**src/rtl/ts_pkg.sv**
```systemverilog
// ============================================================================
// Module   : ts_pkg
// Purpose  : Constants shared by the TS sync locker and the PID monitor:
//            the MPEG-TS sync byte, the nominal packet length, the locker
//            state encoding and a small packet-position helper.
// Ports    : none (package)
// Revision : 1.0 - initial release
// ============================================================================
`default_nettype none

package ts_pkg;

  localparam logic [7:0] TS_SYNC_BYTE = 8'h47;
  localparam int         TS_PKT_LEN   = 188;

  // Locker state encoding
  localparam int              ST_W      = 2;
  localparam logic [ST_W-1:0] ST_HUNT   = 2'd0;
  localparam logic [ST_W-1:0] ST_VERIFY = 2'd1;
  localparam logic [ST_W-1:0] ST_LOCKED = 2'd2;

  // Byte index of the next byte within a packet; wraps after last_pos.
  function automatic logic [7:0] pos_advance(input logic [7:0] pos,
                                             input logic [7:0] last_pos);
    return (pos == last_pos) ? 8'd0 : pos + 8'd1;
  endfunction

endpackage

`default_nettype wire

```
**src/rtl/ts_sync_locker_sat_counter.sv**
```systemverilog
// ============================================================================
// Module   : sat_counter
// Purpose  : Saturating up-counter with synchronous clear. A clear in the
//            same cycle as an increment wins and yields zero.
// Ports    : S_AXI_ACLK    - clock
//            S_AXI_ARESETN - synchronous active-low reset
//            inc           - count one event
//            clr           - synchronous clear (priority over inc)
//            count         - current value, sticks at all-ones
// Revision : 1.0 - initial release
// ============================================================================
`default_nettype none

module sat_counter #(
  parameter int WIDTH = 32
) (
  input  logic             S_AXI_ACLK,
  input  logic             S_AXI_ARESETN,
  input  logic             inc,
  input  logic             clr,
  output logic [WIDTH-1:0] count
);

  logic [WIDTH-1:0] r_count;

  always_ff @(posedge S_AXI_ACLK) begin
    if (!S_AXI_ARESETN) begin
      r_count <= '0;
    end else if (clr) begin
      r_count <= '0;
    end else if (inc && (r_count != {WIDTH{1'b1}})) begin
      r_count <= r_count + WIDTH'(1);
    end
  end

  assign count = r_count;

endmodule

`default_nettype wire

```
**src/rtl/ts_sync_locker.sv**
```systemverilog
// ============================================================================
// Module   : ts_sync_locker
// Purpose  : Recovers MPEG-TS packet alignment from an unframed byte stream
//            by hunting for the sync byte at PKT_LEN intervals, then emits a
//            framed stream (data/valid/sync) with one cycle of latency.
//            Once locked it flywheels through corrupted sync bytes until
//            UNLOCK_COUNT consecutive misses are seen.
// Ports    : S_AXI_ACLK     - clock (rising edge)
//            S_AXI_ARESETN  - synchronous active-low reset
//            run_enable     - 0 forces HUNT and blocks output
//            counter_clear  - synchronous clear of both counters
//            ts_data/valid  - raw input byte and qualifier
//            mpeg_data/valid/sync - framed output stream
//            locked         - registered copy of (state == LOCKED)
//            lock_lost      - one-cycle pulse when misses drop the lock
//            pkt_count      - emitted packet starts (saturating)
//            sync_err_count - missed sync bytes while locked (saturating)
// Revision : 1.0 - initial release
// ============================================================================
`default_nettype none

module ts_sync_locker
  import ts_pkg::*;
#(
  parameter int C_S_AXI_DATA_WIDTH = 32,
  parameter int PKT_LEN            = TS_PKT_LEN,
  parameter int LOCK_COUNT         = 3,
  parameter int UNLOCK_COUNT       = 3
) (
  input  logic                          S_AXI_ACLK,
  input  logic                          S_AXI_ARESETN,
  input  logic                          run_enable,
  input  logic                          counter_clear,
  input  logic [7:0]                    ts_data,
  input  logic                          ts_valid,
  output logic [7:0]                    mpeg_data,
  output logic                          mpeg_valid,
  output logic                          mpeg_sync,
  output logic                          locked,
  output logic                          lock_lost,
  output logic [C_S_AXI_DATA_WIDTH-1:0] pkt_count,
  output logic [C_S_AXI_DATA_WIDTH-1:0] sync_err_count
);

  localparam logic [7:0] c_last_pos   = 8'(PKT_LEN - 1);
  localparam logic [4:0] c_lock_cnt   = 5'(LOCK_COUNT);
  localparam logic [4:0] c_unlock_cnt = 5'(UNLOCK_COUNT);

  logic [ST_W-1:0] r_state;
  logic [7:0]      r_pos;
  logic [3:0]      r_good_cnt;
  logic [3:0]      r_miss_cnt;
  logic [7:0]      r_mpeg_data;
  logic            r_mpeg_valid;
  logic            r_mpeg_sync;
  logic            r_locked;
  logic            r_lock_lost;

  logic            w_step;
  logic            w_is_sync;
  logic            w_at_start;
  logic [4:0]      w_good_next;
  logic [4:0]      w_miss_next;
  logic            w_enter_lock;
  logic            w_miss;
  logic            w_unlock;
  logic            w_emit;
  logic            w_pkt_inc;
  logic [7:0]      w_pos_next;

  // Per-byte decode. Counts are widened by one bit so the threshold compare
  // cannot wrap even at the 15 upper limit.
  always_comb begin
    w_step       = run_enable && ts_valid;
    w_is_sync    = (ts_data == TS_SYNC_BYTE);
    w_at_start   = (r_pos == 8'd0);
    w_good_next  = {1'b0, r_good_cnt} + 5'd1;
    w_miss_next  = {1'b0, r_miss_cnt} + 5'd1;
    w_enter_lock = w_step && (r_state == ST_VERIFY) && w_at_start &&
                   w_is_sync && (w_good_next >= c_lock_cnt);
    w_miss       = w_step && (r_state == ST_LOCKED) && w_at_start && !w_is_sync;
    w_unlock     = w_miss && (w_miss_next >= c_unlock_cnt);
    // The byte that completes verification is already the first framed byte.
    w_emit       = w_step && ((r_state == ST_LOCKED) || w_enter_lock);
    w_pkt_inc    = w_emit && w_at_start;
    w_pos_next   = pos_advance(r_pos, c_last_pos);
  end

  always_ff @(posedge S_AXI_ACLK) begin
    if (!S_AXI_ARESETN) begin
      r_state      <= ST_HUNT;
      r_pos        <= 8'd0;
      r_good_cnt   <= 4'd0;
      r_miss_cnt   <= 4'd0;
      r_mpeg_data  <= 8'd0;
      r_mpeg_valid <= 1'b0;
      r_mpeg_sync  <= 1'b0;
      r_locked     <= 1'b0;
      r_lock_lost  <= 1'b0;
    end else begin
      r_lock_lost  <= w_unlock;
      // Lags the state by one edge; dropping run_enable clears it at once.
      r_locked     <= run_enable && (r_state == ST_LOCKED);
      r_mpeg_valid <= w_emit;
      r_mpeg_sync  <= w_pkt_inc;
      if (w_emit) begin
        r_mpeg_data <= ts_data;
      end

      if (!run_enable) begin
        r_state    <= ST_HUNT;
        r_pos      <= 8'd0;
        r_good_cnt <= 4'd0;
        r_miss_cnt <= 4'd0;
      end else if (ts_valid) begin
        case (r_state)
          ST_HUNT: begin
            if (w_is_sync) begin
              // A single required sync locks immediately; the candidate
              // itself is not emitted in that case.
              r_state    <= (LOCK_COUNT == 1) ? ST_LOCKED : ST_VERIFY;
              r_pos      <= 8'd1;
              r_good_cnt <= 4'd1;
              r_miss_cnt <= 4'd0;
            end
          end

          ST_VERIFY: begin
            if (!w_at_start) begin
              r_pos <= w_pos_next;
            end else if (w_is_sync) begin
              r_pos      <= w_pos_next;
              r_good_cnt <= w_good_next[3:0];
              if (w_enter_lock) begin
                r_state    <= ST_LOCKED;
                r_miss_cnt <= 4'd0;
              end
            end else begin
              // Failed candidate: later bytes are hunted from scratch.
              r_state    <= ST_HUNT;
              r_pos      <= 8'd0;
              r_good_cnt <= 4'd0;
            end
          end

          ST_LOCKED: begin
            if (w_unlock) begin
              r_state    <= ST_HUNT;
              r_pos      <= 8'd0;
              r_good_cnt <= 4'd0;
              r_miss_cnt <= 4'd0;
            end else begin
              r_pos <= w_pos_next;
              if (w_at_start) begin
                r_miss_cnt <= w_is_sync ? 4'd0 : w_miss_next[3:0];
              end
            end
          end

          default: begin
            r_state    <= ST_HUNT;
            r_pos      <= 8'd0;
            r_good_cnt <= 4'd0;
            r_miss_cnt <= 4'd0;
          end
        endcase
      end
    end
  end

  sat_counter #(
    .WIDTH (C_S_AXI_DATA_WIDTH)
  ) u_pkt_counter (
    .S_AXI_ACLK    (S_AXI_ACLK),
    .S_AXI_ARESETN (S_AXI_ARESETN),
    .inc           (w_pkt_inc),
    .clr           (counter_clear),
    .count         (pkt_count)
  );

  sat_counter #(
    .WIDTH (C_S_AXI_DATA_WIDTH)
  ) u_sync_err_counter (
    .S_AXI_ACLK    (S_AXI_ACLK),
    .S_AXI_ARESETN (S_AXI_ARESETN),
    .inc           (w_miss),
    .clr           (counter_clear),
    .count         (sync_err_count)
  );

  assign mpeg_data  = r_mpeg_data;
  assign mpeg_valid = r_mpeg_valid;
  assign mpeg_sync  = r_mpeg_sync;
  assign locked     = r_locked;
  assign lock_lost  = r_lock_lost;

endmodule

`default_nettype wire

```
**config.mk**
```make
export PLATFORM = sky130hd
export DESIGN_NAME = ts_sync_locker
export DESIGN_NICKNAME = d
export VERILOG_FILES = /design/src/rtl/ts_pkg.sv /design/src/rtl/ts_sync_locker_sat_counter.sv /design/src/rtl/ts_sync_locker.sv
export SDC_FILE = /design/constraint.sdc
export NUM_CORES = 1
export LEC_CHECK = 0
export ABC_AREA = 1
export BUFFER_PORTS_ARGS = -buffer_cell sky130_fd_sc_hd__buf_2
export CORE_ASPECT_RATIO = 1.25
export CORE_MARGIN = 1
export CORE_UTILIZATION = 25
export CTS_CLUSTER_SIZE = 24
export DETAILED_ROUTE_END_ITERATION = 10
export SYNTH_ARGS = -nofsm -noshare
export SYNTH_HDL_FRONTEND = slang
export SYNTH_SLANG_ARGS = --single-unit
```
**constraint.sdc**
```tcl
create_clock -name S_AXI_ACLK -period 2.4 [get_ports S_AXI_ACLK]
set_clock_uncertainty 0.05 [all_clocks]
set_input_delay 0.24 -clock S_AXI_ACLK [delete_from_list [all_inputs] [get_ports S_AXI_ACLK]]
set_output_delay 0.24 -clock S_AXI_ACLK [all_outputs]
set_load 0.03 [all_outputs]
```
==> results.cfg, run 1 <==
[status]
outcome = finished clean

[clock_network]
cts_root_buffer = clkbuf_16
htreeDepth = 3
clk_latency_ps = 350
cts.clk_slew.worst_paths_ps = 70
cts_hold_buf = 0
cts-resized-gates = 0
cts_buffers = 9
postCtsSetupBuffers = 0
clock_sink_count = 94
cts_tree = yes
clk_path_buf_depth = 2

[routing]
ant_nets = 0
met3WireLength_um = 776
remaining_drc_errors = 0
drtIter0Drc = 318
drt-pass1-iter-count = 5
wl_per_cell_um = 12.73
viasPerCell = 4.707
vias = 5964
met1_length_um = 6913
top_layer = met4
dr_wl_met2_um = 7993
finalWirelength_um = 16130

[die]
die-area_um2 = 23550
core_um2 = 22360
rows = 61
die_w_um = 137.5
pin_count = 89
die_height_um = 171.3
start_util_pct = 25.64

[flow_run]
drv_cap = 0

[critical_path]
cp_max_fo = 32
cp-end-kind = flop
crit_required_ps = 2630
critPathKind = flop to flop
cp.arrival_ps = 2340
cp-start-kind = flop

[synthesis]
syn_nets = 916
synth-seq-cells = 94
synthDistinctLibCells = 31
avgSynthCellArea_um2 = 6.407
ys_warn_count = 0
yosysSeqAreaShare_pct = 32.82
syn_area_um2 = 5734
syn_inst = 895

[layout]
final_common_cell = nand2_1
fin_nets = 1000
post-route-util_pct = 30.35
antenna_cells = 0
final_cell_mix = nand2_1, nor2_1, dfxtp_1
synthToLayoutAreaGrowth_pct = 18.37
final_area_um2 = 6788
n_fill_cell = 2468
drive_gt1_share_pct = 14.94

[power]
p_seq_share_pct = 49.8
pwr-share-clk_pct = 48.4
totalPowerFinal_w = 0.003129
p_sw_w = 0.0006884
pwr-share-comb_pct = 1.8
p_per_area_nw_per_um2 = 461.0
swShare_pct = 22.00
vdd_drop_max_mv = 0.3430
p_int_w = 0.002441
p_leak_nw = 2.647

[grt]
grt_overflow_total = 0
grt_pass1_wl_um = 26880
grt_usage_pct = 14.37
grt_pass1_vias = 5693
antenna_found_initial = 0
grt_max_degree = 64

[timing]
final_hold_viol_count = 0
tightest_slew_ps = 598.1
fin_crit_ps = 2107
relSlewSlack_pct = 59.76
setup-tns-final_ps = 0
rsz0062_at_grt = no
slew_violations = 0
fin_crit_sh_pct = 87.79
report.final.setup_viol = 0
fmax_mhz = 474.6
setup_ws_ps = 293.0

[place]
place_ws_ps = 253.1
place_congestion = 0.8629
port_buffers = 88
place_hpwl_um = 12060
post_dp_cell_area_um2 = 6479

[worst_hold_path]
worstHoldPathType = input port to flop
-- synth_stat cells --
library cell	number	area (um^2)
o21ai_1	1	5.000
buf_6	7	78.83
o21ai_0	16	80.08
nor2_2	4	25.02
inv_1	57	214.0
nor2_4	3	33.78
nor2_1	132	495.5
o21ai_2	1	8.760
xor2_1	31	271.5
clkbuf_1	12	45.04
a21oi_1	82	410.4
xnor2_1	15	131.4
nor4_1	1	6.260
nand2_2	7	43.79
nand3b_1	16	120.1
buf_4	7	52.55
o21bai_1	2	15.01
nand3_1	15	75.07
nand4_4	1	21.27
nor3_2	2	20.02
buf_1	1	3.750
buf_2	1	5.000
nor3_1	19	95.09
dfxtp_1	94	1882
nand2_1	301	1130
inv_2	8	30.03
and3_1	1	6.260
o31ai_1	1	7.510
nand3_2	4	40.04
nand4_1	45	281.5
ha_1	8	100.1
-- metrics by stage --
step / std cells / hold slack, ps
4_1_cts: 1267 / 60.61
2_1_floorplan: 895 / 324.9
6_report: 1267 / 71.29
5_1_grt: 1267 / 81.26
3_5_place_dp: 1251 / 431.8
3_3_place_gp: 1251 / 416.2
-- state kept, by name, indices dropped and copies added (netlist names) --
name / cells
lock_lost: 1
r_pos: 8
mpeg_data: 8
locked: 1
r_state: 2
r_miss_cnt: 4
u_pkt_counter.count: 32
r_good_cnt: 4
u_sync_err_counter.count: 32
mpeg_valid: 1
mpeg_sync: 1
-- final cells by class --
| class | instances | area, um^2 | area share, % |
|---|---|---|---|
| clock inverters | 5 | 56.30 | 0.8295 |
| flip-flops and latches | 94 | 1882 | 27.72 |
| multi-input cells | 708 | 3423 | 50.43 |
| repair buffers | 101 | 575.6 | 8.479 |
| clock buffers | 11 | 252.7 | 3.723 |
| well taps | 283 | 354.1 | 5.217 |
| inverters | 65 | 244.0 | 3.594 |
-- kinds of logic (layout without fill, tap and decap cells) --
group	Yosys count	count (layout)	share of synthesized area, %
buffers and inverters	93	182	7.484
AND/OR/NAND/NOR	551	551	41.74
flip-flops	94	94	32.82
adder cells (fa/ha/maj)	8	8	1.746
AO/OA/AOI/OAI	103	103	9.186
XOR/XNOR	46	46	7.026
-- critical path, cell delays in order (launching register included) --
cell and delay (ps):
dfxtp_1 420, ha_1 270, nand2_1 80, nor2_2 190, nand2_2 130, nor2_2 150, nand2_1 80, nand2_2 80
buf_4 310, nand2_1 90, a21oi_1 160
-- worst paths after layout --
kind / end / slack, ps / cells past startpoint / start
worst max-delay path: u_sync_err_counter.count[9] / 290 / 10 / u_sync_err_counter.count[1]
worst min-delay path: mpeg_data[1] / 70 / 3 / ts_data[1]
worst max register to register: u_sync_err_counter.count[9] / 290 / 10 / u_sync_err_counter.count[1]
worst min register to register: r_miss_cnt[3] / 440 / 2 / r_miss_cnt[3]
-- power groups by stage --
stage                     combinational, W  sequential [W]  clock [W]
after CTS                        0.0000559         0.00156    0.00156
after global placement           0.0000558         0.00160          0
after detailed placement         0.0000560         0.00160          0
after floorplan                  0.0000309         0.00160          0
final                            0.0000554         0.00156    0.00151
after global routing             0.0000625         0.00156    0.00162
-- per-layer routing --
layer	GRT usage (%)	vias to the layer above
li1	-	3066
met1	16.22	2725
met2	25.78	146
met3	2.711	27
met4	6.450	0
met5	0	-
Power figures use the tool's default switching activity.
==> inputs of run 2 (changes only) <==
==> constraint.sdc (replaced) <==
create_clock -name S_AXI_ACLK -period 2.4 [get_ports S_AXI_ACLK]
set_clock_uncertainty 0.05 [all_clocks]
set_input_delay 0.36 -clock S_AXI_ACLK [delete_from_list [all_inputs] [get_ports S_AXI_ACLK]]
set_output_delay 0.36 -clock S_AXI_ACLK [all_outputs]
set_load 0.03 [all_outputs]
==> run 2 against run 1 <==
Against the previous run: final area shrank 0.33%; critical path depth is the same; maximum frequency grew 0.55%; combinational power shrank 1%; sequential power is essentially flat; non-clock buffer count shrank 1; sequential share of layout area grew 0.092 points; first-iteration DRC count grew 12%; total power shrank 2.9%; clock-buffer cell count is the same; largest power group unchanged.
==> results.cfg, run 2 (synthesis gave the netlist of run 1 again) <==
[clock_network]
cts.clk_slew.worst_paths_ps = 70
cts_buffers = 9
clk_latency_ps = 350
htreeDepth = 3
cts_tree = yes
cts-resized-gates = 0
cts_hold_buf = 0
postCtsSetupBuffers = 0
clk_path_buf_depth = 2
clock_sink_count = 94
cts_root_buffer = clkbuf_16

[routing]
met3WireLength_um = 757
top_layer = met4
wl_per_cell_um = 12.67
dr_wl_met2_um = 7782
finalWirelength_um = 16040
remaining_drc_errors = 0
ant_nets = 0
vias = 5900
drtIter0Drc = 355
drt-pass1-iter-count = 6
met1_length_um = 6966
viasPerCell = 4.660

[critical_path]
cp_max_fo = 32
ff2ff_path_depth = 10
cp_common_cell = nand2_1
cp_num_buf_inv = 1
critPathKind = flop to flop
crit_chain = ha_1 -> nand2_1 -> nor2_2 -> nand2_2 -> nor2_2 -> nand2_1 -> nand2_2 -> buf_4 -> nand2_1 -> a21oi_1
slowest_stage = dfxtp_1
cp_top_family = simple AND/OR/NAND/NOR gates
crit_required_ps = 2630
rrSetupSlack_ps = 300
cp-end-kind = flop
r2r_end = u_sync_err_counter.count[8]
r2r-start = u_sync_err_counter.count[1]
cp-start-kind = flop
critPathMaxStageDelay_ps = 410
cp.arrival_ps = 2330

[die]
die-area_um2 = 23550
rows = 61
start_util_pct = 25.64
die_w_um = 137.5
die_height_um = 171.3
core_um2 = 22360
pin_count = 89

[timing]
rsz0062_at_grt = no
whs_ps = 192.9
report.final.setup_viol = 0
final_hold_viol_count = 0
tightest_slew_ps = 596.2
setup-tns-final_ps = 0
slew_violations = 0
fin_crit_sh_pct = 87.31
relSlewSlack_pct = 59.89
fin_crit_ps = 2095
fmax_mhz = 477.3

[power]
p_leak_nw = 2.629
p_per_area_nw_per_um2 = 449.3
pwr-share-clk_pct = 46.9
p_seq_share_pct = 51.3
pwr-share-comb_pct = 1.8
p_sw_w = 0.0006954
totalPowerFinal_w = 0.003040
p_int_w = 0.002344
swShare_pct = 22.88
vdd_drop_max_mv = 0.3206

[worst_hold_path]
min_from = ts_data[1]
hold_end = mpeg_data[1]
min_delay_path_depth = 3
worstHoldPathType = input port to flop

[layout]
n_fill_cell = 2490
synthToLayoutAreaGrowth_pct = 17.98
antenna_cells = 0
drive_gt1_share_pct = 14.85
final_common_cell = nand2_1
fin_nets = 999
final_cell_mix = nand2_1, nor2_1, dfxtp_1

[grt]
grt_pass1_vias = 5585
antenna_found_initial = 0
grt_max_degree = 64
grt_overflow_total = 0
grt_pass1_wl_um = 26590
grt_usage_pct = 14.27

[place]
port_buffers = 88
place_hpwl_um = 12010
place_congestion = 0.8799

[flow_run]
drv_cap = 0

[status]
outcome = finished clean
run 2: cell count changes in the layout (fill, tap and decap cells not counted):
cell        previous run  this run
clkinv_2               2         0
buf_4                 10         9
clkinv_4               0         1
clkinvlp_4             1         2
bufinv_16              1         0
inv_6                  1         2
run 2: power groups by stage:
stage / Clock (W) / Combinational, W / Sequential (W)
floorplan: 0 / 0.0000309 / 0.00160
global placement: 0 / 0.0000548 / 0.00160
detailed placement: 0 / 0.0000552 / 0.00160
CTS: 0.00148 / 0.0000552 / 0.00156
global route: 0.00154 / 0.0000617 / 0.00156
finish: 0.00143 / 0.0000547 / 0.00156
run 2: cell type report:
type | count | area [um^2] | area share, %
Tap cell | 283 | 354.1 | 5.234
Timing Repair Buffer | 100 | 568.0 | 8.397
Sequential cell | 94 | 1882 | 27.82
Clock inverter | 5 | 41.29 | 0.6103
Multi-Input combinational cell | 708 | 3423 | 50.60
Clock buffer | 11 | 252.7 | 3.736
Inverter | 65 | 244.0 | 3.606
run 2: worst max path at each step:
stage	from	end	cells past startpoint
final	u_sync_err_counter.count[1]	u_sync_err_counter.count[8]	10
after global routing	u_sync_err_counter.count[1]	u_sync_err_counter.count[28]	10
after CTS	r_good_cnt[0]	u_pkt_counter.count[29]	11
after detailed placement	ts_data[3]	u_pkt_counter.count[14]	12
after global placement	ts_data[3]	u_pkt_counter.count[16]	12
after floorplan	u_pkt_counter.count[0]	u_pkt_counter.count[26]	10
run 2: metal layers:
layer | GRT usage (%) | vias to the layer above
met3 | 3.065 | 37
li1 | - | 3050
met2 | 24.75 | 142
met5 | 0 | -
met1 | 16.33 | 2671
met4 | 7.071 | 0
run 2: worst min-delay path, stage by stage:
cell    delay [ps]
buf_2           90
nor2_1          40
nor2_1          80
run 2: stage by stage:
| stage | util [%] | setup slack (ps) | area (um^2) | std cells |
|---|---|---|---|---|
| after detailed placement | 28.94 | 302.1 | 6471 | 1250 |
| after CTS | 30.25 | 302.7 | 6765 | 1266 |
| after global placement | 28.94 | 299.4 | 6471 | 1250 |
| final | 30.25 | 304.7 | 6765 | 1266 |
| after global routing | 30.25 | 74.15 | 6765 | 1266 |
| after floorplan | - | 382.5 | 5734 | 895 |
